**src/rtl/wave_cfg_pkg.sv**
```systemverilog
// Shared constants and state types for the wave generator's UART configuration front end.
package wave_cfg_pkg;

    localparam logic [7:0] HDR_BYTE   = 8'hA5;

    localparam logic [7:0] CMD_WAVE   = 8'h01;
    localparam logic [7:0] CMD_FLO    = 8'h02;
    localparam logic [7:0] CMD_FHI    = 8'h03;
    localparam logic [7:0] CMD_AMP    = 8'h04;

    localparam logic [2:0] WAVE_SINE  = 3'd0;
    localparam logic [2:0] WAVE_SQUARE = 3'd1;
    localparam logic [2:0] WAVE_TRI   = 3'd2;
    localparam logic [2:0] WAVE_SAW   = 3'd3;
    localparam logic [2:0] WAVE_NOISE = 3'd4;

    typedef enum logic [1:0] {
        P_HDR  = 2'd0,
        P_CMD  = 2'd1,
        P_DATA = 2'd2,
        P_CHK  = 2'd3
    } parse_state_t;

    typedef enum logic [2:0] {
        RX_IDLE  = 3'd0,
        RX_START = 3'd1,
        RX_DATA  = 3'd2,
        RX_STOP  = 3'd3,
        RX_WAIT  = 3'd4
    } rx_state_t;

    // Packet check byte: XOR of command and payload.
    function automatic logic [7:0] pkt_chk(input logic [7:0] cmd, input logic [7:0] data);
        return cmd ^ data;
    endfunction

endpackage

```
**src/rtl/wave_cfg_uart_rx_byte.sv**
```systemverilog
// 8N1 UART byte receiver: input synchronizer, mid-bit sampling FSM and baud/bit counters.
module uart_rx_byte
    import wave_cfg_pkg::*;
#(
    parameter int CLKS_PER_BIT = 87
) (
    input  logic       clk,
    input  logic       rst_n,
    input  logic       rx,
    output logic       byte_valid,
    output logic [7:0] byte_data,
    output logic       frame_err,
    output logic       busy
);

    localparam int              CNT_W     = $clog2(CLKS_PER_BIT);
    localparam logic [CNT_W-1:0] BIT_LAST  = CNT_W'(CLKS_PER_BIT - 1);
    localparam logic [CNT_W-1:0] HALF_LAST = CNT_W'(CLKS_PER_BIT / 2 - 1);

    logic [1:0]       r_sync;
    logic             w_rx;
    rx_state_t        r_state;
    rx_state_t        w_state_nxt;
    logic [CNT_W-1:0] r_baud_cnt;
    logic [2:0]       r_bit_cnt;
    logic [7:0]       r_shift;
    logic             r_byte_valid;
    logic             r_frame_err;
    logic             r_busy;
    logic             w_tick;
    logic             w_stop_ok;
    logic             w_stop_bad;

    assign w_rx = r_sync[1];

    // Two-flop synchronizer; preset high so reset looks like an idle line.
    always_ff @(posedge clk or negedge rst_n) begin
        if (!rst_n) begin
            r_sync <= 2'b11;
        end else begin
            r_sync <= {r_sync[0], rx};
        end
    end

    // Receiver next-state and sample strobes.
    always_comb begin
        w_state_nxt = r_state;
        w_tick      = 1'b0;
        w_stop_ok   = 1'b0;
        w_stop_bad  = 1'b0;
        case (r_state)
            RX_IDLE: begin
                if (!w_rx) w_state_nxt = RX_START;
                else       w_state_nxt = RX_IDLE;
            end
            RX_START: begin
                if (r_baud_cnt == HALF_LAST) begin
                    w_tick      = 1'b1;
                    w_state_nxt = w_rx ? RX_IDLE : RX_DATA;
                end else begin
                    w_state_nxt = RX_START;
                end
            end
            RX_DATA: begin
                if (r_baud_cnt == BIT_LAST) begin
                    w_tick      = 1'b1;
                    w_state_nxt = (r_bit_cnt == 3'd7) ? RX_STOP : RX_DATA;
                end else begin
                    w_state_nxt = RX_DATA;
                end
            end
            RX_STOP: begin
                if (r_baud_cnt == BIT_LAST) begin
                    w_tick = 1'b1;
                    if (w_rx) begin
                        w_stop_ok   = 1'b1;
                        w_state_nxt = RX_IDLE;
                    end else begin
                        w_stop_bad  = 1'b1;
                        w_state_nxt = RX_WAIT;
                    end
                end else begin
                    w_state_nxt = RX_STOP;
                end
            end
            RX_WAIT: begin
                if (w_rx) w_state_nxt = RX_IDLE;
                else      w_state_nxt = RX_WAIT;
            end
            default: w_state_nxt = RX_IDLE;
        endcase
    end

    // State, counters, shift register and registered outputs.
    always_ff @(posedge clk or negedge rst_n) begin
        if (!rst_n) begin
            r_state      <= RX_IDLE;
            r_baud_cnt   <= {CNT_W{1'b0}};
            r_bit_cnt    <= 3'd0;
            r_shift      <= 8'h00;
            r_byte_valid <= 1'b0;
            r_frame_err  <= 1'b0;
            r_busy       <= 1'b0;
        end else begin
            r_state      <= w_state_nxt;
            r_byte_valid <= w_stop_ok;
            r_frame_err  <= w_stop_bad;
            r_busy       <= (w_state_nxt != RX_IDLE);
            if (r_state == RX_IDLE || r_state == RX_WAIT || w_tick) begin
                r_baud_cnt <= {CNT_W{1'b0}};
            end else begin
                r_baud_cnt <= r_baud_cnt + CNT_W'(1);
            end
            if (r_state == RX_START) begin
                r_bit_cnt <= 3'd0;
            end else if (r_state == RX_DATA && w_tick) begin
                r_bit_cnt <= r_bit_cnt + 3'd1;
            end
            if (r_state == RX_DATA && w_tick) begin
                r_shift <= {w_rx, r_shift[7:1]};
            end
        end
    end

    assign byte_valid = r_byte_valid;
    assign byte_data  = r_shift;
    assign frame_err  = r_frame_err;
    assign busy       = r_busy;

endmodule

```
**src/rtl/wave_cfg_uart_rx.sv**
```systemverilog
// UART command front end: parses A5/cmd/data/chk packets into the wave core's configuration registers.
module wave_cfg_uart_rx
    import wave_cfg_pkg::*;
#(
    parameter int          CLKS_PER_BIT = 87,
    parameter int          TIMEOUT_BITS = 32,
    parameter logic [15:0] FREQ_RST     = 16'h0100
) (
    input  logic        clk,
    input  logic        rst_n,
    input  logic        rx,
    output logic [2:0]  wave_sel,
    output logic [15:0] freq_word,
    output logic [7:0]  amplitude,
    output logic        cfg_valid,
    output logic        err
);

    localparam int              TO_LIMIT = TIMEOUT_BITS * CLKS_PER_BIT;
    localparam int              TO_W     = $clog2(TO_LIMIT);
    localparam logic [TO_W-1:0] TO_LAST  = TO_W'(TO_LIMIT - 1);

    logic            w_byte_valid;
    logic [7:0]      w_byte_data;
    logic            w_frame_err;
    logic            w_busy;

    parse_state_t    r_pstate;
    parse_state_t    w_pnext;
    logic [7:0]      r_cmd;
    logic [7:0]      r_data;
    logic [7:0]      r_freq_lo;
    logic [2:0]      r_wave_sel;
    logic [15:0]     r_freq_word;
    logic [7:0]      r_amplitude;
    logic            r_cfg_valid;
    logic            r_err;
    logic [TO_W-1:0] r_to_cnt;
    logic            w_timeout;
    logic            w_apply;
    logic            w_pkt_err;
    logic            w_cmd_ok;

    uart_rx_byte #(
        .CLKS_PER_BIT (CLKS_PER_BIT)
    ) u_rx (
        .clk        (clk),
        .rst_n      (rst_n),
        .rx         (rx),
        .byte_valid (w_byte_valid),
        .byte_data  (w_byte_data),
        .frame_err  (w_frame_err),
        .busy       (w_busy)
    );

    // The gap timer only counts while the line is idle between bytes of an open packet.
    assign w_timeout = (r_pstate != P_HDR) && !w_busy && (r_to_cnt == TO_LAST);

    // Parser next-state plus packet accept/reject decisions.
    always_comb begin
        w_pnext   = r_pstate;
        w_apply   = 1'b0;
        w_pkt_err = 1'b0;
        w_cmd_ok  = (r_cmd == CMD_WAVE) || (r_cmd == CMD_FLO) ||
                    (r_cmd == CMD_FHI)  || (r_cmd == CMD_AMP);
        if (w_frame_err) begin
            w_pnext = P_HDR;
        end else if (w_byte_valid) begin
            case (r_pstate)
                P_HDR:   w_pnext = (w_byte_data == HDR_BYTE) ? P_CMD : P_HDR;
                P_CMD:   w_pnext = P_DATA;
                P_DATA:  w_pnext = P_CHK;
                P_CHK: begin
                    w_pnext = P_HDR;
                    if ((w_byte_data == pkt_chk(r_cmd, r_data)) && w_cmd_ok) begin
                        w_apply = 1'b1;
                    end else begin
                        w_pkt_err = 1'b1;
                    end
                end
                default: w_pnext = P_HDR;
            endcase
        end else if (w_timeout) begin
            w_pnext = P_HDR;
        end else begin
            w_pnext = r_pstate;
        end
    end

    // Parser state and inter-byte gap timer.
    always_ff @(posedge clk or negedge rst_n) begin
        if (!rst_n) begin
            r_pstate <= P_HDR;
            r_to_cnt <= {TO_W{1'b0}};
        end else begin
            r_pstate <= w_pnext;
            if (r_pstate == P_HDR || w_byte_valid || w_busy || w_timeout) begin
                r_to_cnt <= {TO_W{1'b0}};
            end else begin
                r_to_cnt <= r_to_cnt + TO_W'(1);
            end
        end
    end

    // Packet fields, configuration registers and status pulses.
    always_ff @(posedge clk or negedge rst_n) begin
        if (!rst_n) begin
            r_cmd       <= 8'h00;
            r_data      <= 8'h00;
            r_freq_lo   <= 8'h00;
            r_wave_sel  <= WAVE_SINE;
            r_freq_word <= FREQ_RST;
            r_amplitude <= 8'hFF;
            r_cfg_valid <= 1'b0;
            r_err       <= 1'b0;
        end else begin
            // Staging the low byte is not a visible config change, so it never pulses cfg_valid.
            r_cfg_valid <= w_apply && (r_cmd != CMD_FLO);
            r_err       <= w_frame_err || w_pkt_err;
            if (r_pstate == P_CMD && w_byte_valid) begin
                r_cmd <= w_byte_data;
            end
            if (r_pstate == P_DATA && w_byte_valid) begin
                r_data <= w_byte_data;
            end
            if (w_apply) begin
                case (r_cmd)
                    CMD_WAVE: r_wave_sel  <= r_data[2:0];
                    CMD_FLO:  r_freq_lo   <= r_data;
                    CMD_FHI:  r_freq_word <= {r_data, r_freq_lo};
                    CMD_AMP:  r_amplitude <= r_data;
                    default:  r_amplitude <= r_amplitude;
                endcase
            end
        end
    end

    assign wave_sel  = r_wave_sel;
    assign freq_word = r_freq_word;
    assign amplitude = r_amplitude;
    assign cfg_valid = r_cfg_valid;
    assign err       = r_err;

endmodule

```
**config.mk**
```make
export PLATFORM = sky130hd
export DESIGN_NAME = wave_cfg_uart_rx
export DESIGN_NICKNAME = d
export VERILOG_FILES = /design/src/rtl/wave_cfg_pkg.sv /design/src/rtl/wave_cfg_uart_rx_byte.sv /design/src/rtl/wave_cfg_uart_rx.sv
export SDC_FILE = /design/constraint.sdc
export NUM_CORES = 1
export LEC_CHECK = 0
export ABC_AREA = 1
export CAP_MARGIN = 40
export CORE_ASPECT_RATIO = 1.2
export CORE_UTILIZATION = 40
export DETAILED_ROUTE_END_ITERATION = 8
export GPL_TIMING_DRIVEN = 1
export SYNTH_ARGS = -nofsm -noshare
export SYNTH_HDL_FRONTEND = slang
export SYNTH_HIERARCHICAL = 1
export SYNTH_SLANG_ARGS = --single-unit
```
**constraint.sdc**
```tcl
create_clock -name clk -period 1.69 [get_ports clk]
set_input_delay 0.338 -clock clk [delete_from_list [all_inputs] [get_ports clk]]
set_output_delay 0.338 -clock clk [all_outputs]
set_load 0.02 [all_outputs]
```
==> out/qor.yml <==
flow_run:
  maxCapViolCount: 0
floorplan:
  placementRows: 42
  io_pins: 32
  die-height_um: 118.4
  die-area_um2: 11720
  die_w_um: 98.99
  start_util_pct: 40.92
  core_area_um2: 11040
logic_synthesis:
  synth_top_area_cell: "dfrtp_1"
  ys_ff_latch: 93
  synthTopCellsByArea: "dfrtp_1 (45%), nand2_1 (16%), dfstp_2 (6.4%)"
  synth_most_common_cell: "nand2_1"
  ys_seq_area_share_pct: 51.84
  synth_ff_type: "dfrtp_1"
  mappedNetlistArea_um2: 4516
  synth.avg_cell_area_um2: 8.347
  async_flop_share_pct: 100.0
  syn_inst: 541
  synth_edf_count: 0
  syn-num-nets: 553
  synth_top_cell_area_share_pct: 45.44
  synth_cell_types: 34
  netlist_top_cells_count: "nand2_1 (190), dfrtp_1 (82), inv_1 (54)"
  ys_warn_count: 6
cells_and_area:
  diodes: 0
  area_delta_synth_final_pct: 25.57
  drive_above_1_share_pct: 17.45
  nets: 626
  fin_area_um2: 5670
  fill_cells: 1054
global_route:
  track_usage_pct: 17.79
  grt_pass1_wl_um: 16560
  grt_pass1_vias: 3539
  grt_max_degree: 94
  grt-ovfl-total: 0
  antenna_found_initial: 0
route:
  drc: 0
  routedWlPerCell_um: 13.23
  num_vias: 3758
  first_pass_iters: 4
  wl_met1_um: 4469
  wl_met3_um: 291
  ant_nets: 0
  top_layer: "met4"
  wl_um: 9937
  wl_met2_um: 5041
  drt-vias-per-instance: 5.004
  drtIter0Drc: 160
placed_design:
  port_buffers: 31
  place_area_um2: 5182
  hpwl_um: 6885
  place_ws_ns: -0.04077
  routabilityCongestion: 0.8044
clock_tree:
  cts.reportedPaths.clkPinSlew_ns: 0.06
  clockBufferDepth: 2
  clockRootBuffer: "clkbuf_16"
  cts.htree.levels: 3
  cts_tree: "done"
  clock_sinks: 93
  clkLatencyLatePin_ns: 0.34
  cts_made_buffers: 9
  postCtsHoldBufs: 0
timing:
  fin_skew_ns: 0.004868
  fmax_ghz: 0.5953
  fin_ws_ns: 0.01031
  tightestPinTransition_ns: 0.5051
  slew_headroom_pct: 66.25
  finalHoldViolCount: 0
  final.period_utilization_pct: 99.39
  finalSetupViolCount: 0
  rsz0062_at_grt: "true"
  tns_ns: 0
  drv_slew: 0
  period_needed_ns: 1.680
  hold_ws_ns: 0.03862
critical_path:
  path_max_fanout: 6
  required_ns: 1.92
  critical_path_class: "reg2reg"
  reg2reg_slack_ns: 0.01
  end_kind: "register"
  startpoint_type: "register"
  arrival_ns: 1.91
pwr:
  vdd_drop_max_mv: 0.4381
  leakage_uw: 0.002797
  powerDensity_nw_per_um2: 812.5
status:
  status: "completed"
worst_hold_path:
  hold_class: "in2async"
-- worst max-delay path, cell delays in order, from the launching register on --
cell and delay [ns]:
dfrtp_1 0.41, inv_2 0.08, nand2_1 0.07, nand2_1 0.09, nand2_1 0.05, nand2_1 0.08, nand2_1 0.06, inv_2 0.06
nand3_4 0.12, nor2_8 0.22, buf_12 0.14, nand3_4 0.07, nand2_2 0.08, nand2_1 0.04
-- state kept, by name (all words and copies together), names as in the netlist --
name,count
u_rx/r_state,3
cfg_valid,1
r_to_cnt,12
u_rx/r_baud_cnt,7
u_rx/r_bit_cnt,3
u_rx/frame_err,1
r_data,8
r_freq_lo,8
freq_word,16
amplitude,8
wave_sel,3
u_rx/busy,1
u_rx/byte_data,8
u_rx/r_sync,2
r_cmd,8
u_rx/byte_valid,1
r_pstate,2
err,1
-- stage by stage --
stage | total power (uW) | utilization (%) | instances
2_1_floorplan | 2604 | - | 541
5_1_grt | 4779 | 51.38 | 751
3_5_place_dp | 2736 | 46.96 | 722
6_report | 4607 | 51.38 | 751
4_1_cts | 4645 | 49.88 | 741
3_3_place_gp | 2715 | 46.96 | 722
-- placed cells by master (no fill, tap or decap), types with 2 or more instances in the layout --
| master | instances |
|---|---|
| nor2_1 | 36 |
| xnor2_1 | 4 |
| nand4_1 | 40 |
| dfstp_2 | 11 |
| clkbuf_8 | 2 |
| a21oi_1 | 2 |
| ha_1 | 9 |
| nand3_2 | 3 |
| nand2_1 | 181 |
| nand3_1 | 26 |
| inv_1 | 51 |
| clkdlybuf4s50_1 | 21 |
| nand3_4 | 6 |
| dfrtp_1 | 82 |
| buf_6 | 3 |
| nor2_2 | 3 |
| clkinv_2 | 3 |
| clkbuf_16 | 9 |
| nor2_4 | 5 |
| dlygate4sd2_1 | 9 |
| clkinv_1 | 2 |
| nand2_2 | 10 |
| nor4_1 | 2 |
| inv_2 | 4 |
| xor2_1 | 8 |
| nor3_1 | 10 |
| nand3b_1 | 2 |
| clkbuf_1 | 2 |
| buf_12 | 4 |
| buf_4 | 39 |
| o21ai_0 | 21 |
-- repair_timing --
item / in CTS / in global routing
cloned: 2 / 1
gates resized for setup: 13 / 22
setup buffers: 1 / 9
endpoints found under the setup margin: 31 / 47
pin swaps: 1 / 17
-- area by class of cell --
type / instances / area (um2) / share of cell area [%]
sequential: 93 / 2341 / 41.28
timing repair buffer: 76 / 695.7 / 12.27
clock buffer: 13 / 260.3 / 4.590
multi-input combinational: 376 / 1971 / 34.75
clock inverter: 3 / 18.77 / 0.3310
tap: 132 / 165.2 / 2.913
inverter: 58 / 219.0 / 3.861
-- per-layer routing --
metal,up-vias,GRT usage [%]
met5,-,0
met4,0,6.437
met3,10,3.489
met2,51,29.85
met1,1807,22.67
li1,1890,-
-- kinds of logic (layout without fill, tap and decap cells) --
group | after synthesis | after routing | synth area share, %
simple gates | 327 | 330 | 33.11
flops | 93 | 93 | 51.84
buf+inv | 75 | 150 | 7.259
compound gates | 25 | 25 | 2.965
xor+xnor | 12 | 12 | 2.327
fa+ha+maj | 9 | 9 | 2.494
-- path summary, 6_finish.rpt --
path                                                from                  endpoint  depth (start not counted)
setup / recovery           u_rx/byte_data[0]$_DFFE_PN0P_   wave_sel[0]$_DFFE_PN0P_                         13
setup reg to reg           u_rx/byte_data[0]$_DFFE_PN0P_   wave_sel[0]$_DFFE_PN0P_                         13
min in group clk                u_rx/r_sync[0]$_DFF_PN1_  u_rx/r_sync[1]$_DFF_PN1_                          0
hold / removal                                     rst_n  freq_word[7]$_DFFE_PN0P_                          2
hold reg to reg                 u_rx/r_sync[0]$_DFF_PN1_  u_rx/r_sync[1]$_DFF_PN1_                          0
max in group asynchronous                          rst_n  u_rx/r_sync[0]$_DFF_PN1_                          2
-- where the power goes --
part / switching (uW) / internal (uW) / total [uW]
sequential: 62.0 / 2290 / 2350
combinational: 229 / 121 / 350
clock: 826 / 1080 / 1910
No activity file was read; power rests on OpenSTA's default activity.
